**config.mk**
```make
export PLATFORM = sky130hd
export DESIGN_NAME = gomoku_win_scanner
export DESIGN_NICKNAME = d
export VERILOG_FILES = /design/src/rtl/gomoku_win_scanner.sv
export SDC_FILE = /design/constraint.sdc
export NUM_CORES = 1
export LEC_CHECK = 0
export ABC_AREA = 1
export CORE_MARGIN = 1.5
export CORE_UTILIZATION = 30
export DETAILED_ROUTE_END_ITERATION = 8
export GPL_TIMING_DRIVEN = 0
export SETUP_SLACK_MARGIN = 0.15
export SLEW_MARGIN = 20
export SYNTH_ARGS = -nofsm -noshare
export SYNTH_HDL_FRONTEND = slang
export SYNTH_SLANG_ARGS = --single-unit
```
**constraint.sdc**
```tcl
create_clock -name clk -period 7.4 [get_ports clk]
set_clock_uncertainty 0.2 [all_clocks]
set_input_delay 1.85 -clock clk [delete_from_list [all_inputs] [get_ports clk]]
set_output_delay 1.85 -clock clk [all_outputs]
set_load 0.02 [all_outputs]
```
**src/rtl/gomoku_win_scanner.sv**
```systemverilog
`default_nettype none
// ============================================================================
// Module      : gomoku_win_scanner
// Description : Sequential win detector. On start it snapshots the player's
//               stone map, then walks outward from the placed stone along the
//               four line directions, one cell per clock, looking for an
//               unbroken run of at least WIN_LEN stones.
// Ports       : clk        - clock, rising edge
//               rst        - synchronous active-high reset
//               i_start    - scan request, accepted only in IDLE
//               i_row      - row of placed stone (0 = top)
//               i_col      - column of placed stone (0 = left)
//               i_board    - player stone map, bit row*BOARD_N+col
//               o_busy     - high while probing
//               o_done     - one-cycle pulse when the result is valid
//               o_win      - run >= WIN_LEN found
//               o_win_dir  - 0 horiz, 1 vert, 2 down-right, 3 down-left
//               o_run_len  - winning run length, or longest run (capped)
// Revision    : 1.0 - initial release
// ============================================================================
module gomoku_win_scanner #(
  parameter int BOARD_N = 15,
  parameter int WIN_LEN = 5,
  parameter int COORD_W = 4,
  parameter int CNT_W   = 3
) (
  input  logic                       clk,
  input  logic                       rst,
  input  logic                       i_start,
  input  logic [COORD_W-1:0]         i_row,
  input  logic [COORD_W-1:0]         i_col,
  input  logic [BOARD_N*BOARD_N-1:0] i_board,
  output logic                       o_busy,
  output logic                       o_done,
  output logic                       o_win,
  output logic [1:0]                 o_win_dir,
  output logic [CNT_W-1:0]           o_run_len
);

  localparam int c_CELLS = BOARD_N * BOARD_N;
  localparam int c_IDX_W = (c_CELLS > 1) ? $clog2(c_CELLS) : 1;
  localparam int c_CW1   = COORD_W + 1;

  // Cursor coordinates carry an extra top bit so that stepping past either
  // board edge (to -1 or to BOARD_N) is detectable.
  localparam logic [COORD_W:0] c_N       = c_CW1'(BOARD_N);
  localparam logic [COORD_W:0] c_P1      = {{COORD_W{1'b0}}, 1'b1};
  localparam logic [CNT_W-1:0] c_WIN     = CNT_W'(WIN_LEN);
  localparam logic [CNT_W-1:0] c_CNT_ONE = {{(CNT_W-1){1'b0}}, 1'b1};

  localparam logic [1:0] c_IDLE   = 2'd0;
  localparam logic [1:0] c_PROBE  = 2'd1;
  localparam logic [1:0] c_REPORT = 2'd2;

  logic [1:0]         r_state;
  logic [c_CELLS-1:0] r_snap;
  logic [COORD_W-1:0] r_org_row;
  logic [COORD_W-1:0] r_org_col;
  logic [COORD_W:0]   r_cur_row;
  logic [COORD_W:0]   r_cur_col;
  logic [1:0]         r_dir;
  logic               r_side;
  logic [CNT_W-1:0]   r_cnt;
  logic [CNT_W-1:0]   r_best;
  logic               r_win;
  logic [1:0]         r_win_dir;
  logic [CNT_W-1:0]   r_run_len;

  // Row delta per direction: 0 for horizontal, +1 otherwise.
  function automatic logic [COORD_W:0] f_dr(input logic [1:0] d);
    return (d == 2'd0) ? '0 : c_P1;
  endfunction

  // Column delta per direction, two's complement in COORD_W+1 bits.
  function automatic logic [COORD_W:0] f_dc(input logic [1:0] d);
    logic [COORD_W:0] v;
    case (d)
      2'd0, 2'd2: v = c_P1;
      2'd1:       v = '0;
      default:    v = '1;
    endcase
    return v;
  endfunction

  // Origin validity is judged on the live inputs, which are what the
  // snapshot will hold after this edge.
  logic [c_IDX_W-1:0] w_org_idx;
  logic               w_org_ok;
  assign w_org_idx = c_IDX_W'(i_row) * c_IDX_W'(BOARD_N) + c_IDX_W'(i_col);
  assign w_org_ok  = ({1'b0, i_row} < c_N) && ({1'b0, i_col} < c_N) &&
                     i_board[w_org_idx];

  logic               w_cur_in;
  logic [c_IDX_W-1:0] w_cur_idx;
  logic               w_hit;
  assign w_cur_in  = !r_cur_row[COORD_W] && !r_cur_col[COORD_W] &&
                     (r_cur_row < c_N) && (r_cur_col < c_N);
  assign w_cur_idx = c_IDX_W'(r_cur_row[COORD_W-1:0]) * c_IDX_W'(BOARD_N) +
                     c_IDX_W'(r_cur_col[COORD_W-1:0]);
  // The snapshot read is only meaningful in bounds; the AND masks the rest.
  assign w_hit     = w_cur_in && r_snap[w_cur_idx];

  logic [COORD_W:0] w_dr;
  logic [COORD_W:0] w_dc;
  logic [COORD_W:0] w_dr_nx;
  logic [COORD_W:0] w_dc_nx;
  logic [COORD_W:0] w_step_r;
  logic [COORD_W:0] w_step_c;
  logic [COORD_W:0] w_org_r;
  logic [COORD_W:0] w_org_c;
  logic [1:0]       w_dir_nx;
  logic [CNT_W-1:0] w_cnt_nx;
  logic [CNT_W-1:0] w_best_nx;

  assign w_dir_nx  = r_dir + 2'd1;
  assign w_dr      = f_dr(r_dir);
  assign w_dc      = f_dc(r_dir);
  assign w_dr_nx   = f_dr(w_dir_nx);
  assign w_dc_nx   = f_dc(w_dir_nx);
  assign w_step_r  = r_side ? ('0 - w_dr) : w_dr;
  assign w_step_c  = r_side ? ('0 - w_dc) : w_dc;
  assign w_org_r   = {1'b0, r_org_row};
  assign w_org_c   = {1'b0, r_org_col};
  // cnt never exceeds WIN_LEN-1 before the increment, so no overflow.
  assign w_cnt_nx  = r_cnt + c_CNT_ONE;
  assign w_best_nx = (r_cnt > r_best) ? r_cnt : r_best;

  always_ff @(posedge clk) begin
    if (rst) begin
      r_state   <= c_IDLE;
      r_snap    <= '0;
      r_org_row <= '0;
      r_org_col <= '0;
      r_cur_row <= '0;
      r_cur_col <= '0;
      r_dir     <= 2'd0;
      r_side    <= 1'b0;
      r_cnt     <= '0;
      r_best    <= '0;
      r_win     <= 1'b0;
      r_win_dir <= 2'd0;
      r_run_len <= '0;
    end else begin
      case (r_state)
        c_IDLE: begin
          if (i_start) begin
            r_snap    <= i_board;
            r_org_row <= i_row;
            r_org_col <= i_col;
            r_dir     <= 2'd0;
            r_side    <= 1'b0;
            r_cnt     <= c_CNT_ONE;
            r_best    <= c_CNT_ONE;
            r_cur_row <= {1'b0, i_row};
            r_cur_col <= {1'b0, i_col} + c_P1;
            r_win     <= 1'b0;
            if (w_org_ok) begin
              r_state <= c_PROBE;
            end else begin
              r_run_len <= '0;
              r_state   <= c_REPORT;
            end
          end
        end

        c_PROBE: begin
          if (w_hit) begin
            if (w_cnt_nx >= c_WIN) begin
              r_win     <= 1'b1;
              r_win_dir <= r_dir;
              r_run_len <= c_WIN;
              r_state   <= c_REPORT;
            end else begin
              r_cnt     <= w_cnt_nx;
              r_cur_row <= r_cur_row + w_step_r;
              r_cur_col <= r_cur_col + w_step_c;
            end
          end else if (!r_side) begin
            // Positive side exhausted: restart from the origin going back.
            r_side    <= 1'b1;
            r_cur_row <= w_org_r - w_dr;
            r_cur_col <= w_org_c - w_dc;
          end else begin
            r_best <= w_best_nx;
            if (r_dir == 2'd3) begin
              r_run_len <= w_best_nx;
              r_state   <= c_REPORT;
            end else begin
              r_dir     <= w_dir_nx;
              r_side    <= 1'b0;
              r_cnt     <= c_CNT_ONE;
              r_cur_row <= w_org_r + w_dr_nx;
              r_cur_col <= w_org_c + w_dc_nx;
            end
          end
        end

        c_REPORT: begin
          r_state <= c_IDLE;
        end

        default: begin
          r_state <= c_IDLE;
        end
      endcase
    end
  end

  assign o_busy    = (r_state == c_PROBE);
  assign o_done    = (r_state == c_REPORT);
  assign o_win     = r_win;
  assign o_win_dir = r_win_dir;
  assign o_run_len = r_run_len;

endmodule
`default_nettype wire
```
* Word level (Yosys, flattened, before mapping)
Index checks and enable logic that the tools add are counted.
** Storage, ports and cells
- Flip-flop bits (word level) :: 260
- Input port bits :: 236
- Output and inout bits :: 8
- Word-level logic and storage cells :: 139
** Operators by class
- $add $sub $neg :: 13
- Multipliers :: 2
- Order comparisons :: 8
- Equality and inequality tests :: 20
- Mux-type cells :: 59
- Reduce and logical (&&, ||, !) cells :: 24
** Operators by type and width (number)
- $mux 5 :: 12
- $mux 3 :: 14
- $pmux 5 s2 :: 4
- $mux 2 :: 10
- $lt 8x9->1 const B :: 2
- $pmux 3 s2 :: 3
- $add 8x4->8 :: 2
- $bmux 1 s8 :: 2
- $mul 4x4->8 const B :: 2
- $reduce_and 4->1 :: 4
- $add 5x5->5 :: 2
- $lt 5x4->1 const B :: 2
- $mux 1 :: 10
- $reduce_and 5->1 :: 2
- $eq 2x2->1 const B :: 4
- $lt 4x4->1 const B :: 2
- $ne 2x2->1 const B :: 4
- $pmux 2 s2 :: 2
- $eq 2x1->1 const B :: 3
- $logic_and 1x1->1 :: 6
- $logic_not 2->1 :: 3
- $ne 2x1->1 const B :: 3
- $ne 3x1->1 const B :: 2
- $ne 3x3->1 const B :: 2
- 20 further kinds :: 24

* Longest topological paths before layout
- Depth in word-level cells :: 9
- Depth in mapped cells :: 24
- Gate-level depth less buffers :: 24

* Worst setup path before layout
OpenSTA, ideal clock, no wires.
- Path type :: input-to-reg
- From :: in i_row[0]
- To :: reg r_run_len[0], in the netlist o_run_len[0]
- Arrival :: 5.378 ns
- Path slack :: 1.758 ns
- Stages on the path :: 21
- Path buffers :: 0
- Cells stage by stage :: fa_1 > fa_1 > inv_1 > fa_1 > inv_1 > ha_1 > xnor2_1 > nor2_1 > nand2_1 > nor2_1 > nor2_1 > nand3_1 > o21ai_0 > nand2_1 > nand3_1 > nand3b_1 > nand3_1 > nand2_1 > nor3_2 > nor2_1 > nor2_1
** On the way
- Word-level cells in the longest chain between the ends :: 7
** Ends and longest elaborated chain
- start: declaration :: line 30 : input logic [COORD_W-1:0] i_row,
- $mul 4x4->8 :: line 89 : assign w_org_idx = c_IDX_W'(i_row) * c_IDX_W'(BOARD_N) + c_IDX_W'(i_col);
- $add 8x4->8 :: line 89
- $bmux 1 s8 :: line 91 : i_board[w_org_idx];
- $mux 1 (implied by the code) :: line 91
- $logic_and 1x1->1 * :: line 90 : assign w_org_ok = ({1'b0, i_row} < c_N) && ({1'b0, i_col} < c_N) &&
- $ne 2x2->1 (no source line) *
- $reduce_and 6->1 (no source line) *
- end signal: assignment :: line 171 : r_run_len <= c_WIN;
- end signal: assignment :: line 186 : r_run_len <= w_best_nx;
- end: declaration :: line 67 : logic [CNT_W-1:0] r_run_len;
Every way passes the cells marked *; elsewhere a longest branch is shown, timed or not. The select of a mux whose other input is x is not followed.
A chain may end at the register's enable or synchronous reset.

* Worst setup path in the final report
- From :: in i_row[2]
- To :: reg r_run_len[2], in the netlist o_run_len[2]
The elaborated chain is that of the path after synthesis.

==> summary.txt <==
Final hold viol count -> 0
CP bufs+invs -> 5
Worst path slowest cell -> clkbuf_1
CP startpoint -> i_row[2]
Vias in the first global route -> 17600
Synth Instances -> 2499
Antenna-violating nets left -> 0
DP HPWL -> 58.7 mm
Die width -> 233 um
Fmax -> 140 MHz
Share of cells above drive strength 1 -> 0.0510
Via count -> 19300
Worst Setup End Kind -> register
All-Layer GR Usage -> 0.289
Total grt overflow -> 0
CP Launch Type -> input port
Ports -> 244
FP Rows -> 84
IO Port Bufs -> 243
Slew headroom -> 0.174
Synth Warn # -> 0
1st-iter DRT viols -> 2732
CP max FO -> 10
Least-Margin Pin Slew -> 1.24 ns
Cell variety after synth -> 40
Top delay family on crit path -> buffers and inverters
Dominant synthesized flop cell -> dfxtp_1
# H-tree levels -> 2
Status -> completed
Post-CTS setup buffers -> 0
First-pass GRT wire length -> 114 mm
Syn nets -> 2815
MaxCap Viol Count -> 0
CP Class -> input port to register
Root buf cell -> clkbuf_16
Hold path startpoint -> o_win
Via density -> 5.51
Top cell by count, worst path -> nand3_1
Final setup viols -> 0
RSZ-0062 raised after global routing -> false
Post-synthesis register bit count -> 260
Fin crit period -> 7.16 ns
Post-synth EDFFs -> 0
Post-synth ARST share -> 0
CP arrival -> 7.44 ns
Syn Area/Cell -> 6.34 um2
Full die area -> 54200 um2
Slowest cell delay on critical path -> 0.95 ns
Max Slew Vio Count -> 0
Worst-Skew Late Latency -> 0.58 ns
Critical-path cell list -> clkdlybuf4s50_1 -> fa_1 -> fa_1 -> inv_1 -> fa_1 -> clkbuf_1 -> clkbuf_1 -> nand3_1 -> nand3_1 -> nand4_1 -> nand3_1 -> nand3_1 -> nand3_1 -> nand3_1 -> nand2_1 -> inv_1 -> nand3_1 -> nand2_1 -> nor2_1
Cts bufs inserted -> 35
Post-DP Area -> 19100 um2
Reg2reg start -> r_cur_row[2]
Largest net degree at the start of global routing -> 12
GPL Wtd Cong -> 0.981
Antenna cell count -> 0
Worst hold slack -> 0.266 ns
Clock tree buffer depth -> 3
Cell area after layout -> 20400 um2
Area delta synth->final -> 28.6%
Worst EP required -> 7.68 ns
Core Region -> 52300 um2
Pre-antenna DRT Iters -> 6
Setup slack after layout -> 0.239 ns
Die height -> 233 um
CTS tree -> done
Initial antenna violation count -> 2
Pre-CTS setup slack -> -0.118 ns
Final Net Count -> 3096
Sink Count -> 260
Netlist Area Pre-Place -> 15800 um2
Crit share post-route -> 0.968
Clock transition at path regs -> 0.05 ns
Initial Util -> 0.303
WL/cell -> 23.2 um
Sequential share of the synthesized area -> 0.329
Final Util -> 0.389
Final wirelength -> 81.0 mm
Hold Crit Class -> register to register
# DRC -> 0
[worst reg2reg max path, cell delays in order (launching register included)]
cell,delay [ns]
dfxtp_1,0.58
fa_1,0.54
fa_1,0.50
inv_1,0.05
fa_1,0.47
inv_1,0.04
ha_1,0.38
xor2_2,0.69
inv_2,0.27
buf_6,0.27
nand3_2,0.13
nand3_1,0.11
nand3_1,0.11
nand2_1,0.06
nor2_1,0.38
nor2_1,0.18
nor2_2,0.17
nand4_2,0.24
nand3_2,0.21
buf_4,0.21
nand2_1,0.07
nand2_1,0.06
nor2_1,0.05
[sequential cells by signal, indices dropped and copies added (netlist names)]
name       count
r_cnt          3
o_win          1
r_cur_row      5
r_side         1
r_dir          2
r_best         3
r_org_col      4
o_run_len      3
r_state        2
o_win_dir      2
r_org_row      4
r_snap       225
r_cur_col      5
[routing by layer]
layer  vias to the layer above  global-route usage  routed length, um  part of all wire
met4                         4               0.158               4720             0.058
met2                      1380               0.424              33200              0.41
met1                      8890               0.380              32800              0.40
li1                       8715                   -                  -                 -
met5                         -                   0                 22           0.00027
met3                       264              0.0837              10300              0.13
[what timing repair did]
item                                    CTS  global route
hold buffers                              0             0
endpoints found under the setup margin    0             3
gates resized for setup                   0             5
[layout by cell type (no fill, tap or decap), types with 33 or more instances in the layout]
cell	n
ha_1	62
nor2_1	504
o21ai_0	256
clkbuf_1	110
nand2_1	574
clkbuf_16	36
buf_2	33
inv_1	85
nand3_1	442
a21oi_1	44
clkdlybuf4s50_1	243
dfxtp_1	260
[worst paths after layout]
check                  to  slack [ns]  cells after the start
min                 o_win        0.27                      2
max          o_run_len[2]        0.24                     19
max reg2reg  r_cur_row[2]        1.32                     22
min reg2reg         o_win        0.27                      2
[synthesized netlist by cell type (3+ instances only)]
cell type / count / area [um2]
nand2_1: 574 / 2150
nor2_1: 505 / 1900
nand3_1: 442 / 2210
dfxtp_1: 260 / 5200
o21ai_0: 256 / 1280
clkbuf_1: 109 / 409
inv_1: 86 / 323
ha_1: 62 / 776
a21oi_1: 44 / 220
buf_2: 33 / 165
fa_1: 18 / 360
xor2_1: 14 / 123
buf_4: 12 / 90.1
nand4_1: 12 / 75.1
buf_1: 11 / 41.3
nand3_2: 9 / 90.1
xnor2_1: 8 / 70.1
clkinv_1: 4 / 15.0
inv_2: 4 / 15.0
nand3b_1: 4 / 30.0
a31oi_1: 3 / 18.8
buf_6: 3 / 33.8
clkbuf_8: 3 / 41.3
nor2_2: 3 / 18.8
[layout make-up]
cell class	count	area (um2)
Inverter	94	357
Timing Repair Buffer	244	2440
Clock inverter	12	153
Sequential cell	260	5200
Buffer	171	783
Fill cell	5592	32000
Multi-Input combinational cell	1974	9510
Tap cell	688	861
Clock buffer	50	1060
[stage by stage]
step,TNS [ns],std cells
final,0,3493
after global placement,-4.61,3430
after floorplan,0,2499
after global routing,0,3493
after detailed placement,-0.341,3431
after CTS,0,3493
[kinds of logic after synthesis]
| kind of cell | count (synthesis) | share of synthesized area |
|---|---|---|
| AND/OR/NAND/NOR | 1562 | 0.416 |
| flip-flops | 260 | 0.329 |
| adder cells (fa/ha/maj) | 80 | 0.0717 |
| XOR/XNOR | 23 | 0.0132 |
| AO/OA/AOI/OAI | 309 | 0.0987 |
| buffers and inverters | 265 | 0.0716 |
Power is left out: the tool's default activity adds up to more than one toggle a clock period on the data nets, which glitch-free logic cannot reach.
